===== src/rtl/conv_accumulator_pkg.sv =====
// Shared types and constants for the convolution accumulator stage:
// controller states, activation encodings and the ReLU6 ceiling helper.
package conv_accumulator_pkg;

    typedef enum logic [1:0] {
        ST_IDLE   = 2'd0,
        ST_ACCUM  = 2'd1,
        ST_OUTPUT = 2'd2
    } state_e;

    localparam logic [1:0] ACT_NONE  = 2'b00;
    localparam logic [1:0] ACT_RELU  = 2'b01;
    localparam logic [1:0] ACT_RELU6 = 2'b10;

    // 6.0 expressed in the fixed-point format with frac_bits fractional bits
    function automatic int relu6_limit(input int frac_bits);
        return 32'sd6 <<< frac_bits;
    endfunction

endpackage


===== src/rtl/conv_accumulator_acc_sat_act.sv =====
// Combinational saturation of the wide accumulator back to WIDTH bits,
// followed by the selected activation (none / ReLU / ReLU6).
module acc_sat_act
    import conv_accumulator_pkg::*;
#(
    parameter int WIDTH     = 14,
    parameter int ACC_WIDTH = 19,
    parameter int FRAC_BITS = 7
) (
    input  logic signed [ACC_WIDTH-1:0] i_acc,
    input  logic        [1:0]           i_act_sel,
    output logic signed [WIDTH-1:0]     o_result
);

    localparam logic signed [ACC_WIDTH-1:0] SAT_MAX =
        {{(ACC_WIDTH-WIDTH+1){1'b0}}, {(WIDTH-1){1'b1}}};
    localparam logic signed [ACC_WIDTH-1:0] SAT_MIN =
        {{(ACC_WIDTH-WIDTH+1){1'b1}}, {(WIDTH-1){1'b0}}};
    localparam logic signed [WIDTH-1:0] RELU6_MAX = WIDTH'(relu6_limit(FRAC_BITS));

    logic signed [WIDTH-1:0] w_sat;

    // Clamp the accumulator onto the signed WIDTH-bit rails
    always_comb begin
        w_sat = i_acc[WIDTH-1:0];
        if (i_acc > SAT_MAX) begin
            w_sat = SAT_MAX[WIDTH-1:0];
        end else if (i_acc < SAT_MIN) begin
            w_sat = SAT_MIN[WIDTH-1:0];
        end else begin
            w_sat = i_acc[WIDTH-1:0];
        end
    end

    // Apply the activation; the unused 2'b11 code behaves as pass-through
    always_comb begin
        o_result = w_sat;
        case (i_act_sel)
            ACT_RELU: begin
                if (w_sat[WIDTH-1]) begin
                    o_result = {WIDTH{1'b0}};
                end else begin
                    o_result = w_sat;
                end
            end
            ACT_RELU6: begin
                if (w_sat[WIDTH-1]) begin
                    o_result = {WIDTH{1'b0}};
                end else if (w_sat > RELU6_MAX) begin
                    o_result = RELU6_MAX;
                end else begin
                    o_result = w_sat;
                end
            end
            ACT_NONE: o_result = w_sat;
            default:  o_result = w_sat;
        endcase
    end

endmodule


===== src/rtl/conv_accumulator.sv =====
// Kernel-window accumulator: adds up to MAX_LEN signed products onto a bias,
// then saturates, activates and holds the result in a one-entry output register.
module conv_accumulator
    import conv_accumulator_pkg::*;
#(
    parameter int WIDTH     = 14,
    parameter int FRAC_BITS = 7,
    parameter int MAX_LEN   = 9,
    localparam int ACC_WIDTH = WIDTH + $clog2(MAX_LEN) + 1,
    localparam int LEN_W     = $clog2(MAX_LEN + 1)
) (
    input  logic                    clk,
    input  logic                    rst,
    input  logic                    start,
    input  logic [LEN_W-1:0]        len,
    input  logic signed [WIDTH-1:0] bias,
    input  logic [1:0]              act_sel,
    input  logic signed [WIDTH-1:0] prod,
    input  logic                    prod_valid,
    output logic                    prod_ready,
    output logic signed [WIDTH-1:0] out_data,
    output logic                    out_valid,
    input  logic                    out_ready,
    output logic                    busy
);

    state_e r_state;
    state_e w_next_state;

    logic signed [ACC_WIDTH-1:0] r_acc;
    logic [LEN_W-1:0]            r_count;
    logic [LEN_W-1:0]            r_len;
    logic [1:0]                  r_act_sel;
    logic signed [WIDTH-1:0]     r_out_data;
    logic                        r_out_valid;
    logic                        r_prod_ready;
    logic                        r_busy;

    logic [LEN_W-1:0]            w_len_clamped;
    logic signed [ACC_WIDTH-1:0] w_bias_ext;
    logic signed [ACC_WIDTH-1:0] w_prod_ext;
    logic signed [ACC_WIDTH-1:0] w_acc_sum;
    logic signed [ACC_WIDTH-1:0] w_sat_acc;
    logic [1:0]                  w_sat_act;
    logic signed [WIDTH-1:0]     w_result;
    logic                        w_beat;
    logic                        w_last;

    assign w_len_clamped = (len > LEN_W'(MAX_LEN)) ? LEN_W'(MAX_LEN) : len;
    assign w_bias_ext    = {{(ACC_WIDTH-WIDTH){bias[WIDTH-1]}}, bias};
    assign w_prod_ext    = {{(ACC_WIDTH-WIDTH){prod[WIDTH-1]}}, prod};
    assign w_acc_sum     = r_acc + w_prod_ext;
    assign w_beat        = prod_valid & r_prod_ready;
    assign w_last        = w_beat & (r_count == (r_len - LEN_W'(1)));

    // A zero-length window finishes from IDLE, so the result path sees the bias there
    always_comb begin
        w_sat_acc = w_bias_ext;
        w_sat_act = act_sel;
        if (r_state == ST_ACCUM) begin
            w_sat_acc = w_acc_sum;
            w_sat_act = r_act_sel;
        end else begin
            w_sat_acc = w_bias_ext;
            w_sat_act = act_sel;
        end
    end

    acc_sat_act #(
        .WIDTH     (WIDTH),
        .ACC_WIDTH (ACC_WIDTH),
        .FRAC_BITS (FRAC_BITS)
    ) u_acc_sat_act (
        .i_acc     (w_sat_acc),
        .i_act_sel (w_sat_act),
        .o_result  (w_result)
    );

    // Window sequencing: intake, then hold the result until it is taken
    always_comb begin
        w_next_state = r_state;
        case (r_state)
            ST_IDLE: begin
                if (start) begin
                    w_next_state = (w_len_clamped == {LEN_W{1'b0}}) ? ST_OUTPUT : ST_ACCUM;
                end else begin
                    w_next_state = ST_IDLE;
                end
            end
            ST_ACCUM: begin
                if (w_last) begin
                    w_next_state = ST_OUTPUT;
                end else begin
                    w_next_state = ST_ACCUM;
                end
            end
            ST_OUTPUT: begin
                if (out_ready) begin
                    w_next_state = ST_IDLE;
                end else begin
                    w_next_state = ST_OUTPUT;
                end
            end
            default: w_next_state = ST_IDLE;
        endcase
    end

    // State register; handshake flags are decoded from the next state so they leave registered
    always_ff @(posedge clk or negedge rst) begin
        if (!rst) begin
            r_state      <= ST_IDLE;
            r_prod_ready <= 1'b0;
            r_out_valid  <= 1'b0;
            r_busy       <= 1'b0;
        end else begin
            r_state      <= w_next_state;
            r_prod_ready <= (w_next_state == ST_ACCUM);
            r_out_valid  <= (w_next_state == ST_OUTPUT);
            r_busy       <= (w_next_state != ST_IDLE);
        end
    end

    // Accumulator, tap counter, latched window settings and result register
    always_ff @(posedge clk or negedge rst) begin
        if (!rst) begin
            r_acc      <= {ACC_WIDTH{1'b0}};
            r_count    <= {LEN_W{1'b0}};
            r_len      <= {LEN_W{1'b0}};
            r_act_sel  <= ACT_NONE;
            r_out_data <= {WIDTH{1'b0}};
        end else begin
            case (r_state)
                ST_IDLE: begin
                    if (start) begin
                        r_acc     <= w_bias_ext;
                        r_count   <= {LEN_W{1'b0}};
                        r_len     <= w_len_clamped;
                        r_act_sel <= act_sel;
                        if (w_len_clamped == {LEN_W{1'b0}}) begin
                            r_out_data <= w_result;
                        end
                    end
                end
                ST_ACCUM: begin
                    if (w_beat) begin
                        r_acc   <= w_acc_sum;
                        r_count <= r_count + LEN_W'(1);
                        if (w_last) begin
                            r_out_data <= w_result;
                        end
                    end
                end
                default: begin
                end
            endcase
        end
    end

    assign prod_ready = r_prod_ready;
    assign out_data   = r_out_data;
    assign out_valid  = r_out_valid;
    assign busy       = r_busy;

endmodule


===== config.mk =====
export PLATFORM = sky130hd
export DESIGN_NAME = conv_accumulator
export DESIGN_NICKNAME = d
export VERILOG_FILES = /design/src/rtl/conv_accumulator_pkg.sv /design/src/rtl/conv_accumulator_acc_sat_act.sv /design/src/rtl/conv_accumulator.sv
export SDC_FILE = /design/constraint.sdc
export NUM_CORES = 1
export LEC_CHECK = 0
export CAP_MARGIN = 10
export CORE_ASPECT_RATIO = 1.75
export CORE_UTILIZATION = 30
export DETAILED_ROUTE_END_ITERATION = 16
export PLACE_DENSITY = 0.54
export SETUP_SLACK_MARGIN = 0.1
export SLEW_MARGIN = 20
export SYNTH_ARGS = -nofsm -noshare
export SYNTH_HDL_FRONTEND = slang
export SYNTH_SLANG_ARGS = --single-unit

===== constraint.sdc =====
create_clock -name clk -period 3.1 [get_ports clk]
set_input_delay 0.62 -clock clk [delete_from_list [all_inputs] [get_ports clk]]
set_output_delay 0.62 -clock clk [all_outputs]
set_load 0.005 [all_outputs]

Yosys cells after proc, flatten, opt, wreduce, memory -nomap -nowiden
Index checks and enable logic that the tools add are counted.
Word-level totals
  logic and storage cells: 61
  bits in registers: 48
  bits of input ports: 39
  output and inout bits: 17
Cells by class
  order comparisons: 4
  bitwise operators: 2
  add/sub/neg operators: 3
  mux-type cells: 25
  equal/unequal tests: 11
  reduce and logical (&&, ||, !) cells: 7
Operator list (count)
  $mux W14: 7
  $mux W19: 3
  $pmux W14 S2: 2
  $pmux W19 S2: 1
  $mux W13: 2
  $add A19 B14 Y19: 1
  $gt A19 B14 Y1 const B: 1
  $lt A19 B14 Y1 const B: 1
  $gt A14 B11 Y1 const B: 1
  $mux W4: 3
  $mux W2: 5
  $ne A2 B2 Y1 const B: 4
  $pmux W4 S2: 1
  $eq A2 B1 Y1 const B: 3
  $eq A2 B2 Y1 const B: 3
  $pmux W2 S3: 1
  $reduce_and A5 Y1: 1
  $add A4 B1 Y4 const B: 1
  $eq A4 B4 Y1: 1
  $gt A4 B4 Y1 const B: 1
  $logic_not A4 Y1: 1
  $reduce_bool A2 Y1: 2
  $sub A4 B1 Y4 const B: 1
  $reduce_and A3 Y1: 1
  3 further kinds: 4

Depth between registers and ports, before layout
  word-level depth: 12
  mapped depth: 14
  depth with buffers taken out: 13

Hierarchy
A second synthesis with hierarchy kept.
Second synthesis, totals
  cells, all modules: 415
  area, all modules: 3653.5 um^2
Modules (own cells, without submodules)
  conv_accumulator: instances 1, cells an instance 358, area an instance 3285.7 um^2, sequential area each 1201.2 um^2
  acc_sat_act: instances 1, cells an instance 57, area an instance 367.9 um^2, sequential area each 0.0 um^2

Least setup slack after synthesis
No wires, ideal clock.
  path kind: in2reg
  start point: input prod[9]
  end point: register r_out_data[10] (netlist: out_data[10])
  path slack: -0.241 ns
  cell stages on the path: 12
  required time: 2.979 ns
  arrival time: 3.220 ns
  library setup time: 0.121 ns
  buffers on the path: 1
  path through: ha_1 -> buf_4 -> a21oi_1 -> o211ai_1 -> a221oi_1 -> and2_1 -> xor2_2 -> o31a_1 -> or3_4 -> a31oi_4 -> o21ai_4 -> a22o_1
On the way
  cells in the longest elaborated chain, start to end: 12
  elaborated cells between the ends (all ways): 16
  classes of those cells: add/sub (1); order compare (3); mux (12)
RTL lines
  start: declaration: RTL line conv_accumulator.sv:18  | input logic signed [WIDTH-1:0] prod,
  $add A19 B14 Y19 (*): RTL line conv_accumulator.sv:52  | assign w_acc_sum = r_acc + w_prod_ext;
  $mux W19 (*): RTL line conv_accumulator.sv:60  | if (r_state == ST_ACCUM) begin
  $lt A19 B14 Y1: RTL line conv_accumulator_acc_sat_act.sv:28  | end else if (i_acc < SAT_MIN) begin
  $mux W14: RTL line conv_accumulator_acc_sat_act.sv:28
  $mux W14 (*): RTL line conv_accumulator_acc_sat_act.sv:26  | if (i_acc > SAT_MAX) begin
  $gt A14 B11 Y1: RTL line conv_accumulator_acc_sat_act.sv:49  | end else if (w_sat > RELU6_MAX) begin
  $mux W13: RTL line conv_accumulator_acc_sat_act.sv:49
  $mux W14: RTL line conv_accumulator_acc_sat_act.sv:47  | if (w_sat[WIDTH-1]) begin
  $pmux W14 S2 (*): RTL line conv_accumulator_acc_sat_act.sv:38  | case (i_act_sel)
  $mux W14, on equally long branches: RTL line conv_accumulator.sv:148, conv_accumulator.sv:139
  $mux W14, on equally long branches: RTL line conv_accumulator.sv:145, conv_accumulator.sv:134
  $pmux W14 S2 (*): RTL line conv_accumulator.sv:132  | case (r_state)
  end signal: assignment: RTL line conv_accumulator.sv:130  | r_out_data <= {WIDTH{1'b0}};
  end signal: assignment: RTL line conv_accumulator.sv:140  | r_out_data <= w_result;
  end signal: assignment: RTL line conv_accumulator.sv:149  | r_out_data <= w_result;
  end: declaration: RTL line conv_accumulator.sv:34  | logic signed [WIDTH-1:0] r_out_data;
Every way passes the cells marked *; elsewhere a longest branch is shown, timed or not. The select of a mux whose other input is x is not followed.
A chain may end at the register's enable or synchronous reset.

Worst setup path in the final report
  start point: input prod[10]
  end point: register r_out_data[2] (netlist: out_data[2])
The elaborated chain is that of the path after synthesis.

==> run_results.csv <==
group,metric,value,unit
run_status,outcome,"finished, violations left",
run_status,violations,"setup timing",
cts,clockBufferDepth,2,
sta,hold_ws,0.458,ns
worst_setup_path,arrival,3.39,ns
worst_setup_path,regToRegSetupSlack,-0.1,ns
synth,synth_ff_type,"dfrtp_1",
pwr,p_per_area,1310,nW/µm²
pwr,switching_share,44.7,%
global_routing,globalRouteOverflowTotal,0,
sta,slew_headroom,38.4,%
synth,yosysMostFrequentCell,"nand2_1",
synth,synth_edf_count,0,
worst_setup_path,startpoint_type,"input port",
worst_setup_path,slowest_delay,0.30,ns
drt,ant_nets,0,
place,place_ws,-0.980,ns
synth,ys_types,68,
synth,yosys.area.top_type_share,33.3,%
synth,syn_area,3610,µm²
place,io_buffers,55,
drt,wl_per_cell,18.0,µm
sta,skew,0.00760,ns
global_routing,grt_start_max_net_pins,39,
place,dpl.cell_count,695,
synth,synth_top_area_cell,"dfrtp_1",
cts,clock-sinks,48,
global_routing,grt_pass1_vias,4158,
synth,syn_nets,491,
pwr,power_frac_comb,77.0,%
pwr,intPower,0.00414,W
final_layout,nets,655,
synth,synth_warnings,0,
final_layout,syn2layout_area_growth,58.5,%
sta,period_share,103,%
pwr,p_leak,2.49,nW
worst_setup_path,cp_cell_sequence,"clkdlybuf4s15_2 > ha_4 > nand4_1 > buf_4 > nor3_4 > o21ai_2 > and2_4 > xor2_2 > o31a_1 > buf_4 > o21ba_4 > a31oi_4 > o21ai_4 > a22o_1",
sta,final_hold_viol_count,0,
drt,drt-initial-drc-count,131,
synth,seq_area_frac_synth,33.3,%
floorplan,start_util,31.0,%
synth,synth_area_per_cell,8.41,µm²
pwr,p_switching,0.00334,W
floorplan,coreArea,11600,µm²
pwr,vdd_ir_drop_max,0.708,mV
place,routabilityCongestion,0.852,
drt,dr.pass1.iters,6,
floorplan,rows,52,
floorplan,io_pins,56,
worst_setup_path,cp-end-kind,"flip-flop",
global_routing,grt_pass1_wl,21.1,mm
floorplan,die_area,12500,µm²
floorplan,die_h,147,µm
floorplan,die_w,84.9,µm
worst_setup_path,crit_slowest_cell,"o31a_1",
synth,yosys-top-cells-count,"57 x nand2_1, 50 x nor2_1, 48 x dfrtp_1",
sta,fin_crit,3.20,ns
pwr,power_frac_seq,15.6,%
worst_setup_path,cp_top_family,"compound AO/OA/AOI/OAI gates",
sta,finalSetupTns,-0.977,ns
drt,vias,3870,
drt,drc,0,
worst_setup_path,crit_top_cell,"buf_4",
synth,async_flop_share,100,%
cts,tritoncts,"built",
final_layout,drive_gt1_share,35.9,%
sta,rsz0062_at_grt,"true",
run,maxCapViolations,0,
cts,clock_latency,0.30,ns
synth,yosys_register_bits,48,
synth,syn-instance-count,429,
drt,vias_per_cell,5.31,
final_layout,stdcell_count,729,
global_routing,antenna_found_initial,0,
drt,wirelength,13.1,mm
cts,cts-root-buf,"clkbuf_16",
worst_setup_path,path_buf_inv,3,
worst_setup_path,worstPathMaxFanout,5,
global_routing,groute.usage.overall,22.1,%
pwr,p_clk_share,7.5,%
sta,fmax,313,MHz
cts,numCtsBuffers,5,
final_layout,diodes,0,
sta,tightest_slew,0.924,ns
sta,drv_slew,0,
cts,clkSlewWorstSetupHoldPaths,0.07,ns
cts,htreeDepth,2,
worst_setup_path,path_class,"input port to flip-flop",
worst_hold_path,hold_class,"input port to async pin",
sta,setup_viol,13,
worst_setup_path,cp.required,3.29,ns
sta,worst_slack,-0.0994,ns
final_layout,final_area,5720,µm²
place,dpl_cell_area,5040,µm²
place,post-dp-hpwl,9.98,mm
synth,ys_top_cells_by_area,"dfrtp_1 33%, ha_1 7.6%, nand2_1 5.9%",
[registers in the layout (all words and copies together), names as in the netlist, 2 cells and up]
name and count:
r_acc 19, out_data 14, r_count 4, r_len 4
r_act_sel 2, r_state 2
[cell type report]
type / instances / area (µm²)
clock inverter: 1 / 8.76
tap: 135 / 169
multi-input combinational: 352 / 2740
clock buffer: 7 / 133
sequential: 48 / 1200
timing repair buffer: 176 / 1440
fill: 1118 / 5920
inverter: 10 / 37.5
[path summary, 6_finish.rpt]
check / start / depth (start not counted) / end
setup reg to reg: r_acc[1]$_DFFE_PN0P_ / 11 / out_data[2]$_DFFE_PN0P_
hold / removal: rst / 1 / r_count[2]$_DFFE_PN0P_
hold reg to reg: r_act_sel[1]$_DFFE_PN0P_ / 2 / r_act_sel[1]$_DFFE_PN0P_
setup / recovery: prod[10] / 14 / out_data[2]$_DFFE_PN0P_
min in group clk: r_act_sel[1]$_DFFE_PN0P_ / 2 / r_act_sel[1]$_DFFE_PN0P_
max in group asynchronous: rst / 2 / out_data[10]$_DFFE_PN0P_
[repair_timing]
action,in CTS,in global routing
pin swaps,53,7
setup buffers,21,3
hold endpoints to repair,0,0
hold buffers,0,0
endpoints found under the setup margin,15,13
gates resized for setup,102,18
cloned,2,0
[power groups by stage]
stage,registers (W),clock network (W),logic (W)
6_report,0.00116,0.000559,0.00576
5_1_grt,0.00120,0.000596,0.00623
4_1_cts,0.00116,0.000573,0.00555
3_5_place_dp,0.00114,0,0.00468
3_3_place_gp,0.00113,0,0.00464
2_1_floorplan,0.00109,0,0.00268
[per-layer routing]
metal  global-route usage, %  wire length [µm]
met5                       0                 0
met4                    13.0               733
met3                    2.42               330
met2                    43.0              7260
met1                    22.0              4810
[cells by family after synthesis]
kind of cell             count (synthesis)  share of synthesized area, %
buffers and inverters                   30                          4.12
AO/OA/AOI/OAI                          134                          25.2
AND/OR/NAND/NOR                        168                          22.3
adder cells (fa/ha/maj)                 23                          8.18
XOR/XNOR                                17                          4.33
flip-flops                              48                          33.3
multiplexers                             9                          2.60
[through the flow]
stage	power (W)	util (%)
floorplan	0.00377	-
global placement	0.00577	43.3
detailed placement	0.00582	43.3
CTS	0.00729	48.5
global route	0.00803	49.1
finish	0.00748	49.1
[cell usage in the layout (no fill, tap or decap), types with 7 or more instances in the layout]
cell,n
buf_4,116
nand2_1,52
nor2_1,50
dfrtp_1,48
clkdlybuf4s50_1,40
o21ai_0,22
a21oi_1,21
ha_4,15
a22o_1,11
xnor2_1,10
nand3_1,10
inv_1,9
a21oi_2,9
o21ai_1,8
buf_2,8
o21a_1,7
nand4_1,7
(Power assumes the default switching activity.)
==> variant 1 (same flow settings) <==
Set the parameter `MAX_LEN` to 18 (it was 9).
--- a/src/rtl/conv_accumulator.sv
+++ b/src/rtl/conv_accumulator.sv
@@ -5,7 +5,7 @@
 #(
     parameter int WIDTH     = 14,
     parameter int FRAC_BITS = 7,
-    parameter int MAX_LEN   = 9,
+    parameter int MAX_LEN   = 18,
     localparam int ACC_WIDTH = WIDTH + $clog2(MAX_LEN) + 1,
     localparam int LEN_W     = $clog2(MAX_LEN + 1)
 ) (
Interface: changed (resized len); port bits go from 56 to 57. No check against the original RTL was run, so the function may have changed too.
==> variant 1 against the unedited design <==
The flow still finishes with violations (negative setup slack); area after synthesis up 1.6%; worst setup slack got worse by 0.059 ns; largest cell class unchanged; core utilization decreased by 2.2 points; synthesized cell count rose by 3.7%; critical path depth down 3; total power shrank 7.4%; design area decreased by 2.2%; critical endpoint is now out_data[6]; wire length down 11%; sequential cell count grew 3.
==> variant 1: results (changes against the unedited design) <==
run status=finished with violations; failing checks=negative setup slack; Critical Path Slowest Stage Cell=or3_4; syn avg cell area=8.24 um^2 (-2.1%); Finish-stage setup viols=11 (-2); drt wl/cell=16.3 um (-9.7%); maximum VDD drop=632 uV (-11%); complex-gate fraction of the synthesized area=24.8% (-0.46 points); Arrival @ worst endpoint=3.46 ns (+0.07 ns); post-detail-place hpwl=9130 um (-8.6%); post-CTS sizing=70 (-31%); number of multi-input logic gates=370 (+5.1%); Setup WS pre-CTS=-0.954 ns (+0.0254 ns); Leakage=0.00242 uW (-2.9%); GRT Total Usage=19.3% (-2.8 points); cell total after placement=700 (+0.72%); Non-CTS inverters=8 (-2); Fillers=1189 (+6.4%); final worst slack=-0.158 ns (-0.0587 ns); Synth area leaders=dfrtp_1 (35%), nand2_1 (8.5%), ha_1 (7.8%); Post-CTS Setup Repair Bufs=10 (-52%); area grow syn2layout=52.7%; pin count of the biggest net entering global routing=30 (-23%); XOR/XNOR share of the synthesized area=5.49% (+1.2 points); Post-synth top cells=nand2_1 (83), dfrtp_1 (51), nor2_1 (45); total negative slack=-1.15 ns (-0.172 ns); syn nets=509 (+3.7%); Clock Skew=0.00500 ns (-0.00260 ns); Initial DRC Count=162 (+24%); first-pass GRT wire length=19300 um (-8.6%); fraction of area in multi-input gates=48.5% (+0.70 points); sequential share of the synthesized area=34.8% (+1.5 points); Port Buffers=56 (+1.8%); Area after DPL=5100 um^2 (+1.2%); Worst Path Max Fanout=6 (+1); Synth Area in Adders=8.40% (+0.22 points); Pre-Repair DR Iteration Count=4 (-2); vias in the first global route=4006 (-3.7%); layout net count=648 (-1.1%)
-- variant 1: cell families after synthesis --
family          after synthesis
simple gates                175
compound gates              138
flops                        51
buf+inv                      24
fa+ha+maj                    24
xor+xnor                     23
mux                          10
-- variant 1: path summary, 6_finish.rpt --
kind	slack, ns	endpoint	cells past startpoint	startpoint
hold / removal	0.30	r_count[4]	1	rst
min in group clk	0.48	r_act_sel[0]	2	r_act_sel[0]
hold reg to reg	0.48	r_act_sel[0]	2	r_act_sel[0]
max in group asynchronous	1.99	r_acc[8]	2	rst
setup / recovery	-0.16	out_data[6]	11	prod[11]
setup reg to reg	-0.12	out_data[6]	12	r_acc[0]
-- variant 1: layer usage --
layer  track usage, %  share of wire, %  vias up
met5                0                 0        -
met4             8.00               3.0        0
met3             2.05               2.4       26
met2             36.4                54       77
met1             21.6                40     1783
li1                 -                 -     1877
-- variant 1: power by group --
group,internal (uW),total [uW],switching [uW]
registers,967,1230,267
clock network,344,604,260
logic,2600,5090,2490
==> variant 2 (config.mk and constraints unchanged) <==
Without the edit above. The 3 states of `state_e` get a one-hot encoding in 3 bits.
--- a/src/rtl/conv_accumulator_pkg.sv
+++ b/src/rtl/conv_accumulator_pkg.sv
@@ -2,10 +2,10 @@
 // controller states, activation encodings and the ReLU6 ceiling helper.
 package conv_accumulator_pkg;
 
-    typedef enum logic [1:0] {
-        ST_IDLE   = 2'd0,
-        ST_ACCUM  = 2'd1,
-        ST_OUTPUT = 2'd2
+    typedef enum logic [2:0] {
+        ST_IDLE   = 3'b001,
+        ST_ACCUM  = 3'b010,
+        ST_OUTPUT = 3'b100
     } state_e;
 
     localparam logic [1:0] ACT_NONE  = 2'b00;
Function: no difference found for any inputs over 4 cycles, from zero or initial values and one cycle with rst low; so few cycles prove little.
==> variant 2 against the unedited design <==
The run still ends with negative setup slack left; design area grew 3.6%; wire length is 0.21% higher; sequential share of layout area fell by 0.29 points; via count up 4.2%; worst setup slack worse by 0.0025 ns; critical path type unchanged; total power fell by 28%; worst hold slack worse by 0.072 ns; area after synthesis increased by 3.7%; critical endpoint is now out_data[9]; sequential cell count up 1; combinational power down 36%.
==> variant 2: results (changes against the unedited design) <==
met1 Usage GRT=21.2% (-0.84 points); syn nets=500 (+1.8%); failing checks=negative setup slack; met3 wire length=420 um (+27%); Unique masters post-synth=74 (+8.8%); switching pwr=2290 uW (-31%); Layout clock area frac=2.64% (+0.17 points); Seq pwr share=20.6% (+5.0 points); reg2reg end=out_data[9]; pin count of the biggest net entering global routing=27 (-31%); flop2flop setup slack=-0.08 ns (+0.02 ns); layout cells sized above 1=36.8% (+0.94 points); RR Startpoint=r_acc[9]; proportion of synthesized area in mux cells=2.57% (-0.026 points); met2 Track Usage GR=40.0% (-3.0 points); GRT Total Usage=20.9% (-1.2 points); clock buffer count=6 (-1); Fillers=1198 (+7.2%); first-pass GRT wire length=20900 um (-1.0%); Finish-stage setup viols=8 (-5); post-CTS sizing=66 (-35%); vias in the first global route=4297 (+3.3%); grt met3 use=2.70% (+0.29 points); flops & latches, synth=49 (+2.1%); total negative slack=-0.412 ns (+0.565 ns); Seq. cell area=1230 um^2 (+2.2%); drt wl/cell=17.1 um (-5.3%); Buffers excl. clock=177 (+0.57%); post-detail-place hpwl=9840 um (-1.5%); number of multi-input logic gates=354 (+0.57%); area of the multi-input gates=2810 um^2 (+2.6%); Synth area leaders=dfrtp_1 (32%), nand2_1 (7.4%), ha_1 (7.4%); routed length on met2=7220 um (-0.58%); run status=finished with violations; depth of the worst register-to-register path=13 (+2); Critical Path Start=prod[2]; Non-clock buffering overhead=24.7% (-0.43 points); layout net count=667 (+1.8%); via density per instance=5.23 (-1.5%); Arrival @ worst endpoint=3.43 ns (+0.04 ns); sequential share of the synthesized area=32.8% (-0.49 points); complex-gate fraction of the synthesized area=27.8% (+2.6 points); Clock Skew=0.00690 ns (-0.000699 ns); Initial DRC Count=184 (+40%); Synth Area in Adders=7.89% (-0.29 points); Leakage=0.00258 uW (+3.4%); Combinational Power=3690 uW (-36%); WHS=0.386 ns (-0.0725 ns); maximum VDD drop=324 uV (-54%); final worst slack=-0.102 ns (-0.00250 ns); metal1 wirelength=4880 um (+1.5%)
[variant 2: cell types whose count changed in the layout (fill, tap and decap cells not counted), moves of 4 or more]
cell | before | now
dlygate4sd2_1 | 0 | 4
nor2_1 | 50 | 18
inv_1 | 9 | 17
nand2_1 | 52 | 73
a211oi_2 | 0 | 5
nor3_1 | 4 | 8
nand3_1 | 10 | 5
or3_1 | 1 | 6
a22o_1 | 11 | 0
nand4_1 | 7 | 1
o21ai_0 | 22 | 31
[variant 2: metrics by stage]
stage | area, um^2 | util, % | cells | power, uW | setup WS [ns]
4_1_cts | 5720 | 47.4 | 761 | 5170 | -0.0719
3_5_place_dp | 5280 | 43.7 | 741 | 4230 | -0.895
6_report | 5930 | 49.1 | 771 | 5410 | -0.102
2_1_floorplan | 3840 | - | 438 | 2810 | -0.0832
5_1_grt | 5930 | 49.1 | 771 | 5800 | -0.160
3_3_place_gp | 5280 | 43.7 | 741 | 4190 | -0.802
